===== src/rtl/disp_share_arbiter.sv =====
// Round-robin display arbiter with minimum hold time and urgent preemption.
// The granted requester's digits/decimal points are forwarded, registered, to the display controller.
module disp_share_arbiter #(
  parameter int NREQ     = 4,
  parameter int HOLD_CYC = 100_000_000
) (
  input  logic                 clk,
  input  logic                 reset,
  input  logic [NREQ-1:0]      req,
  input  logic [NREQ-1:0]      urgent,
  input  logic [32*NREQ-1:0]   digits_in,
  input  logic [8*NREQ-1:0]    dp_in,
  output logic [31:0]          digits,
  output logic [7:0]           dps,
  output logic [NREQ-1:0]      grant,
  output logic                 active,
  output logic [NREQ-1:0]      done,
  output logic                 dbg_state
);

  localparam int IW = (NREQ > 1) ? $clog2(NREQ) : 1;
  localparam int CW = (HOLD_CYC > 1) ? $clog2(HOLD_CYC) : 1;

  typedef enum logic {ST_IDLE = 1'b0, ST_SHOW = 1'b1} state_e;

  state_e          state_q, state_d;
  logic [IW-1:0]   owner_q, owner_d;
  logic            urg_q, urg_d;
  logic [CW-1:0]   cnt_q, cnt_d;
  logic [IW-1:0]   rr_q, rr_d;
  logic [31:0]     digits_q, digits_d;
  logic [7:0]      dps_q, dps_d;
  logic [NREQ-1:0] grant_q, grant_d;
  logic [NREQ-1:0] done_q, done_d;
  logic            active_q, active_d;

  logic [NREQ-1:0] urg_req, pre_req;
  logic            win_valid, win_urg, pre_valid;
  logic [IW-1:0]   win_idx, pre_idx;
  logic            owner_req, expire, preempt;
  logic [31:0]     sel_digits;
  logic [7:0]      sel_dps;
  int              j;

  // Winner: lowest urgent requester, else first req after the RR pointer (wrapping).
  always_comb begin
    urg_req   = req & urgent;
    pre_req   = urg_req & ~grant_q;
    win_valid = |req;
    win_urg   = |urg_req;
    pre_valid = |pre_req;
    win_idx   = '0;
    pre_idx   = '0;
    j         = 0;
    if (win_urg) begin
      for (int i = NREQ - 1; i >= 0; i--)
        if (urg_req[i]) win_idx = IW'(i);
    end else begin
      for (int k = NREQ; k >= 1; k--) begin
        j = int'(rr_q) + k;
        if (j >= NREQ) j = j - NREQ;
        if (req[j]) win_idx = IW'(j);
      end
    end
    for (int i = NREQ - 1; i >= 0; i--)
      if (pre_req[i]) pre_idx = IW'(i);
  end

  always_comb begin
    owner_req  = 1'b0;
    sel_digits = '0;
    sel_dps    = '0;
    for (int i = 0; i < NREQ; i++) begin
      if (owner_q == IW'(i)) begin
        owner_req  = req[i];
        sel_digits = digits_in[32*i +: 32];
        sel_dps    = dp_in[8*i +: 8];
      end
    end
  end

  always_comb begin
    state_d = state_q;
    owner_d = owner_q;
    urg_d   = urg_q;
    cnt_d   = cnt_q;
    rr_d    = rr_q;
    done_d  = '0;
    expire  = (state_q == ST_SHOW) && (cnt_q == CW'(HOLD_CYC - 1));
    preempt = (state_q == ST_SHOW) && !urg_q && pre_valid;
    case (state_q)
      ST_IDLE: begin
        if (win_valid) begin
          state_d = ST_SHOW;
          owner_d = win_idx;
          urg_d   = win_urg;
          cnt_d   = '0;
          rr_d    = win_idx;
        end
      end
      ST_SHOW: begin
        // Expiry outranks release and preemption so done still fires when they coincide.
        if (expire || !owner_req) begin
          if (expire) done_d = grant_q;
          cnt_d = '0;
          if (win_valid) begin
            owner_d = win_idx;
            urg_d   = win_urg;
            rr_d    = win_idx;
          end else begin
            state_d = ST_IDLE;
            urg_d   = 1'b0;
          end
        end else if (preempt) begin
          owner_d = pre_idx;
          urg_d   = 1'b1;
          cnt_d   = '0;
          rr_d    = pre_idx;
        end else begin
          cnt_d = cnt_q + CW'(1);
        end
      end
      default: state_d = ST_IDLE;
    endcase
  end

  always_comb begin
    active_d = (state_d == ST_SHOW);
    grant_d  = '0;
    for (int i = 0; i < NREQ; i++)
      grant_d[i] = (state_d == ST_SHOW) && (owner_d == IW'(i));
    // Data follows the current owner one cycle behind grant; blanked as soon as we go idle.
    if ((state_q == ST_SHOW) && (state_d == ST_SHOW)) begin
      digits_d = sel_digits;
      dps_d    = sel_dps;
    end else begin
      digits_d = '0;
      dps_d    = '0;
    end
  end

  always_ff @(posedge clk or negedge reset) begin
    if (!reset) begin
      state_q  <= ST_IDLE;
      owner_q  <= '0;
      urg_q    <= 1'b0;
      cnt_q    <= '0;
      rr_q     <= IW'(NREQ - 1);
      digits_q <= '0;
      dps_q    <= '0;
      grant_q  <= '0;
      done_q   <= '0;
      active_q <= 1'b0;
    end else begin
      state_q  <= state_d;
      owner_q  <= owner_d;
      urg_q    <= urg_d;
      cnt_q    <= cnt_d;
      rr_q     <= rr_d;
      digits_q <= digits_d;
      dps_q    <= dps_d;
      grant_q  <= grant_d;
      done_q   <= done_d;
      active_q <= active_d;
    end
  end

  assign digits    = digits_q;
  assign dps       = dps_q;
  assign grant     = grant_q;
  assign active    = active_q;
  assign done      = done_q;
  assign dbg_state = state_q;

endmodule


===== config.mk =====
export PLATFORM = sky130hd
export DESIGN_NAME = disp_share_arbiter
export DESIGN_NICKNAME = d
export VERILOG_FILES = /design/src/rtl/disp_share_arbiter.sv
export SDC_FILE = /design/constraint.sdc
export NUM_CORES = 1
export LEC_CHECK = 0
export CAP_MARGIN = 10
export CORE_ASPECT_RATIO = 1.4
export CORE_UTILIZATION = 30
export DETAILED_ROUTE_END_ITERATION = 12
export DONT_BUFFER_PORTS = 1
export HOLD_SLACK_MARGIN = 0.1
export SYNTH_ARGS = -nofsm -noshare
export SYNTH_HDL_FRONTEND = slang
export SYNTH_SLANG_ARGS = --single-unit

===== constraint.sdc =====
create_clock -name clk -period 2.5 [get_ports clk]
set_input_delay 0.375 -clock clk [delete_from_list [all_inputs] [get_ports clk]]
set_output_delay 0.375 -clock clk [all_outputs]
set_load 0.01 [all_outputs]

; Word level (Yosys, flattened, before mapping)
; Index checks and enable logic that the tools add are counted.
[classes]
add_sub_neg = 9
n_lt_le_gt_ge = 8
n_eq_ne = 9
mux = 70
bitwise = 4
n_reduce_logical = 17
[ops]
columns = op, count
row1 = $mux 32, 13
row2 = $lt 32x4->1 const B, 4
row3 = $mux 27, 3
row4 = $pmux 27 s2, 1
row5 = $mux 8, 5
row6 = $mux 2, 19
row7 = $add 27x1->27 const B, 1
row8 = $eq 27x27->1 const B, 1
row9 = $mux 1, 18
row10 = $mux 4, 3
row11 = $reduce_or 4->1, 3
row12 = $sub 3x3->4 const B, 3
row13 = $ge 3x3->1 const B, 3
row14 = $and 4x4->4, 2
row15 = $bmux 1 s2, 4
row16 = $eq 2x2->1 const B, 4
row17 = $logic_and 1x1->1, 8
row18 = $pmux 2 s2, 2
row19 = $add 2x2->3 const B, 2
row20 = $sub 4x3->5 const B, 1
row21 = $add 2x3->4 const B, 1
row22 = $eq 2x1->1 const B, 2
row23 = $ge 4x3->1 const B, 1
row24 = $logic_not 2->1, 2
row25 = other kinds (9), 11
[word_totals]
register_bits = 81
input_bits = 170
output_inout_bits = 50
elab_cells = 126

; Depth between registers and ports, before layout
; Gate-level depths: netlist (run 1).
[depth]
ltp_word = 17
depth_mapped = 7
mapped_depth_nobuf = 6

; Least setup slack after synthesis (run 1)
; OpenSTA, ideal clock, no wires.
[synth_path]
kind = register to register
start = reg cnt_q[0]
end = reg cnt_q[16]
setup_time_ns = 0.076
arrival_time_ns = 1.951
required_time_ns = 2.424
setup_slack_ns = 0.473
stages_incl_launch_ff = 8
n_path_buf = 1
period_less_slack_ns = 2.027
path_cell_list = dfrtp_1 -> ha_1 -> and3_1 -> and4_1 -> a21bo_2 -> buf_4 -> or4_1 -> o21ai_1
[synth_between]
elab_chain_len = 5
elab_cells_between_ends = 7
classes_between = 1 x add/sub / 1 x eq/ne / 3 x mux / 2 x reduce/logical
[synth_lines]
columns = element, line_no
row1 = start: declaration, 29  ; logic [CW-1:0] cnt_q, cnt_d;
row2 = start signal: assignment, 158  ; cnt_q <= cnt_d;
row3 = "parallel branches: the longest is 3 deep, another holds $add 27x1->27", -
row4 = $mux 27 (*), 103  ; if (expire || !owner_req) begin
row5 = $pmux 27 s2 (*), 91  ; case (state_q)
; Mark *: on every way between the ends.
; A chain may end at the register's enable or synchronous reset.

==> results.toml, run 1 <==
[floorplan]
std_cell_rows = 52
core_area_um2 = 14600
start_util_pct = 31.1
die_h_um = 147
die-area_um2 = 15600
die_w_um = 106
num_io_pins = 220

[critical_path]
slowest_delay_ns = 0.60
crit_chain = "buf_4 -> inv_1 -> a211oi_2 -> nand3_1 -> or3_1 -> a21oi_1"
worstPathArrival_ns = 2.38
end_kind = "flop"
crit_type = "flop to flop"
required_ns = 2.75
crit_slowest_cell = "a211oi_2"
cpLargestDelayFamily = "compound AO/OA/AOI/OAI gates"
crit_fanout = 10
crit_buf_inv = 2
start_kind = "flop"

[hold_path]
hold_path.class = "input pin to flop"

[final_layout]
nets = 540
layout.area.seq_um2 = 2030
fillCellCount = 1487
layout-area-overhead-vs-synth_pct = 11.0
instances_no_fill = 564
multiInputGateArea_um2 = 2340
drive_gt1_share_pct = 21.1

[logic_synthesis]
synth_warnings = 0
syn_inst = 375
synthFlopType = "dfrtp_1"
yosys.area_share.simple_pct = 18.9
synth-compound-area-share_pct = 7.90
yosysSeqAreaShare_pct = 44.8
yosysTopAreaCell = "dfrtp_1"
synth_mux_area_share_pct = 20.4
synth_nets = 546
synth_area_leaders = "dfrtp_1 (44%), mux4_2 (20%), and3_1 (7.2%)"
ys_async_sr_fraction_pct = 100
avgSynthCellArea_um2 = 12.1
synth_top_area_share_pct = 43.6
mappedNetlistArea_um2 = 4530
ys_types = 54
synth_top_family_by_area = "multiplexers"
yosys.area_share.adder_pct = 0.276
synth_enable_flop_cells = 0
ys_ff_latch = 81
synth_xor_area_share_pct = 4.06

[placed_design]
place_inst = 545
detailed_place_hpwl_mm = 9.05
io_buffer_count = 0
place_ws_ns = 0.365
gp_congestion = 0.833

[grt]
grt_start_max_net_pins = 82
grt_pass1_wl_mm = 19.0
grt_overflow = 0
antenna_found_initial = 1
grt.total_usage_pct = 15.9
first_global_vias = 3463

[sta]
maxSlewHeadroom_pct = 48.2
maxSlewViolCount = 0
fmax_mhz = 471
tns_ns = 0
hold_ws_ns = 0.239
fin_skew_ns = 0.00610
min_period_ns = 2.12
setup_slack_ns = 0.375
hold_violations = 0
rsz0062_at_grt = "no"
worstMarginPinSlew_ns = 0.777
finalSetupViolCount = 0
post-route-period-util_pct = 85.0

[detailed_routing]
drc_errors = 0
drt_iter0_markers = 117
drtPass1Iterations = 6
vias = 3198
postRouteAntennaNets = 0
routed_via_density = 5.67
finalWirelength_mm = 12.1
post_drt_wl_per_cell_um = 21.4

[clock_network]
cts_buffers = 9
cts_max_level = 3
clockBufferDepth = 2
tritoncts = "built"
worst_skew_pair.late_latency_ns = 0.34
clk_pin_slew_ns = 0.06
ctsResizeCount = 0
root_buffer = "clkbuf_16"
cts.sinks = 81

[power]
ir_drop_mv = 0.398
leakagePower_nw = 2.07
total_power_mw = 5.35
p_per_area_nw_per_um2 = 1060

[job]
maxCapViolations = 0

[status]
status = "finished clean"
[metal layers]
layer / wire, um / vias to the layer above / GRT usage (%) / part of all wire (%)
li1: - / 1414 / - / -
met1: 4440 / 1604 / 18.0 / 37
met2: 6470 / 157 / 28.2 / 54
met3: 803 / 23 / 3.75 / 6.7
met4: 341 / 0 / 7.43 / 2.8
met5: 0 / - / 0 / 0
[Yosys cell counts (all sizes together), types with 3 or more instances]
library cell and n:
and4 4, nand3b 4, a21boi 3, nor2 24, xnor2 4, nor4b 3
inv 7, and3 52, and2 4, a31oi 3, o22ai 4, xor2 17
clkbuf 16, nand4 9, buf 13, nand4b 3, nand3 11, a21oi 10
dfrtp 79, nor2b 4, mux4 41, o21ai 6, nand2 19
[cell families (layout without fill, tap and decap cells)]
logic type                 after synthesis  count (layout)
DFF                                     81              81
buffers and inverters                   36              35
AOI/OAI and AO/OA                       47              47
other                                    0               1
adders and majority gates                1               1
muxes                                   41              41
and+or+nand+nor                        148             148
xor gates and xnor gates                21              21
[repair_timing]
| action | CTS | global route |
|---|---|---|
| endpoints found under the hold margin | 81 | 0 |
| hold buffers | 2 | 0 |
| setup buffers | 0 | 0 |
[power by group]
part	switching, mW	internal [mW]
clock network	0.540	0.707
registers	0.461	1.74
logic	0.861	1.04
total	1.86	3.49
[placed cells by master, fill, tap and decap left out, types with 2 or more instances in the layout]
cell type,n
nand4_1,9
nor2_1,24
a21oi_1,10
dfrtp_2,2
and3_1,52
a21boi_0,2
nand3b_1,4
nor3_1,2
a21o_1,2
o31ai_1,2
nand4b_1,3
xor2_1,17
inv_1,6
mux4_2,41
nor4b_1,3
dfrtp_1,77
a2111oi_2,2
or3_1,2
and3b_1,2
and4_1,4
and2_1,4
o2111a_1,2
buf_4,10
clkbuf_16,9
nor2b_1,4
dfstp_2,2
o22ai_1,4
nand3_1,11
a31oi_1,3
inv_6,2
or4_1,2
nand2_1,19
xnor2_1,4
o21ai_0,5
[sequential cells by signal, indices dropped and copies added, names as in the netlist]
register	cells
done	4
digits	32
dps	8
active	1
grant	4
rr_q	2
owner_q	2
cnt_q	27
urg_q	1
[worst min-delay path, stage by stage]
cell     delay, ns
nor4_4        0.04
nand2_1       0.06
a21oi_1       0.06
[area by class of cell]
class / instances / area share, %
Multi-Input combinational cell: 258 / 46.5
Clock buffer: 11 / 4.83
Inverter: 7 / 0.523
Tap cell: 189 / 4.70
Sequential cell: 81 / 40.4
Timing Repair Buffer: 12 / 2.24
Clock inverter: 5 / 0.772
Antenna cell: 1 / 0.0498
[final timing paths]
check	startpoint	endpoint	depth (start not counted)	slack, ns
setup reg to reg	active	cnt_q[17]	6	0.38
min in group asynchronous	reset	done[3]	2	0.61
setup / recovery	active	cnt_q[17]	6	0.38
hold reg to reg	urg_q	urg_q	1	0.50
max in group asynchronous	reset	rr_q[0]	2	1.54
hold / removal	req[0]	owner_q[0]	3	0.24
[per-stage QoR]
| step | area [um2] | util, % |
|---|---|---|
| after floorplan | 4530 | - |
| after global placement | 4710 | 32.3 |
| after detailed placement | 4710 | 32.3 |
| after CTS | 5020 | 34.5 |
| after global routing | 5030 | 34.5 |
| final | 5030 | 34.5 |
Power figures use the tool's default switching activity.
==> run 2, diff against run 1 <==
- clock period: 2.5 -> 2.1 ns (I/O delays scaled with it)
==> run 2 against run 1 <==
Net effect:
- the run now ends with hold timing left
- sequential share of layout area decreased by 0.90 points
- design area increased by 2.3%
- clock power increased by 33%
- utilization increased by 0.79 points
- routed wire length increased by 0.41%
- maximum frequency increased by 4.3%
- global-route usage about the same
- cell count increased by 1.6%
- largest cell class unchanged
==> results.toml, run 2 (synthesis results as in run 1) <==
[status]
status = "finished with violations"
violations = "hold timing"

[placed_design]
place_ws_ns = 0.0653
gp_congestion = 0.862
io_buffer_count = 0
detailed_place_hpwl_mm = 9.19

[detailed_routing]
vias = 3251
drt_iter0_markers = 150
drtPass1Iterations = 4
routed_via_density = 5.67
drc_errors = 0
postRouteAntennaNets = 0
post_drt_wl_per_cell_um = 21.1
finalWirelength_mm = 12.1

[sta]
fmax_mhz = 491
finalSetupViolCount = 0
min_period_ns = 2.04
post-route-period-util_pct = 97.0
setup_slack_ns = 0.0620
maxSlewHeadroom_pct = 49.7
worstMarginPinSlew_ns = 0.754
rsz0062_at_grt = "yes"
maxSlewViolCount = 0
hold_violations = 81
hold_ws_ns = -0.336
fin_skew_ns = 0.0113

[critical_path]
setup.worst_path.start = "cnt_q[1]"
reg2reg_slack_ns = 0.06
end_kind = "flop"
crit_type = "flop to flop"
r2r_start = "cnt_q[1]"
endpoint = "grant[1]"
start_kind = "flop"
rr_endpoint = "grant[1]"
crit_fanout = 11
required_ns = 2.33
reg2reg_depth = 8
worstPathArrival_ns = 2.27

[grt]
grt_pass1_wl_mm = 19.1
grt_overflow = 0
first_global_vias = 3522
antenna_found_initial = 0
grt.total_usage_pct = 15.9
grt_start_max_net_pins = 82

[power]
leakagePower_nw = 2.14
switching_power_mw = 2.25
switching_share_pct = 34.1
intPower_mw = 4.35
clockPowerShare_pct = 25.1
seq_power_share_pct = 39.4
ir_drop_mv = 0.403
p_per_area_nw_per_um2 = 1280
comb_power_share_pct = 35.5

[floorplan]
die_w_um = 106
die_h_um = 147
std_cell_rows = 52
start_util_pct = 31.1
num_io_pins = 220
core_area_um2 = 14600
die-area_um2 = 15600

[final_layout]
mostFrequentLayoutCells = "dfrtp_1 (77), and3_1 (52), mux4_2 (41), nor2_1 (24), buf_4 (21)"
drive_gt1_share_pct = 24.5
fillCellCount = 1465
mostFrequentLayoutCell = "dfrtp_1"
nets = 550
largest_reg_flops = 32
layout.area.seq_um2 = 2030
multiInputGateArea_um2 = 2360
antenna_cells = 0
layout-area-overhead-vs-synth_pct = 13.5

[hold_path]
hold_path.class = "input pin to async pin"

[clock_network]
tritoncts = "built"
cts.sinks = 81
clockBufferDepth = 2
root_buffer = "clkbuf_16"
cts_buffers = 9
worst_skew_pair.late_latency_ns = 0.34
clk_pin_slew_ns = 0.07
cts_max_level = 3

[job]
maxCapViolations = 0
## run 2: how the worst min path moves through the flow
stage,start,to,slack [ns],depth (start not counted)
finish,reset,done[3],-0.34,0
global route,reset,done[3],-0.35,0
CTS,reset,done[3],-0.35,0
detailed placement,reset,done[3],0.02,0
global placement,reset,done[3],0.02,0
floorplan,reset,active,0.02,0
## run 2: power by group through the flow
stage	Combinational (mW)	Clock, mW	Sequential, mW
2_1_floorplan	1.96	0	2.49
3_3_place_gp	2.26	0	2.64
3_5_place_dp	2.31	0	2.64
4_1_cts	2.31	1.70	2.62
5_1_grt	2.56	1.75	2.65
6_report	2.35	1.66	2.60
## run 2: layout make-up
cell class | count | share of cell area (%)
Clock buffer | 10 | 4.65
Clock inverter | 6 | 1.46
Inverter | 7 | 0.511
Multi-Input combinational cell | 258 | 46.0
Sequential cell | 81 | 39.5
Tap cell | 189 | 4.60
Timing Repair Buffer | 22 | 3.28
## run 2: stage by stage
step                      setup TNS [ns]  area (um2)  instances  total power, mW  utilization [%]
after floorplan                        0        4530        375             4.45                -
after global placement                 0        4800        557             4.90             32.9
after detailed placement               0        4800        557             4.95             32.9
after CTS                              0        5110        573             6.63             35.1
after global routing            -0.00944        5140        573             6.96             35.3
final                                  0        5140        573             6.61             35.3
## run 2: layer usage
metal  track usage (%)  share of wire, %
met1              19.0                39
met2              28.2                54
met3              3.31               5.5
met4              5.63               2.2
met5                 0                 0
## run 2: worst max-delay path: stages (launching register included)
cell       delay [ns]
dfrtp_1          0.40
ha_1             0.21
and3_1           0.20
and4_1           0.27
a21boi_4         0.21
buf_6            0.17
a211oi_1         0.05
buf_4            0.16
a2111oi_2        0.27
## run 2: timing repair
item | CTS | global route
resized for setup | 0 | 7
setup buffers | 0 | 0
hold endpoints to repair | 81 | 81
setup endpoints to repair | 0 | 6
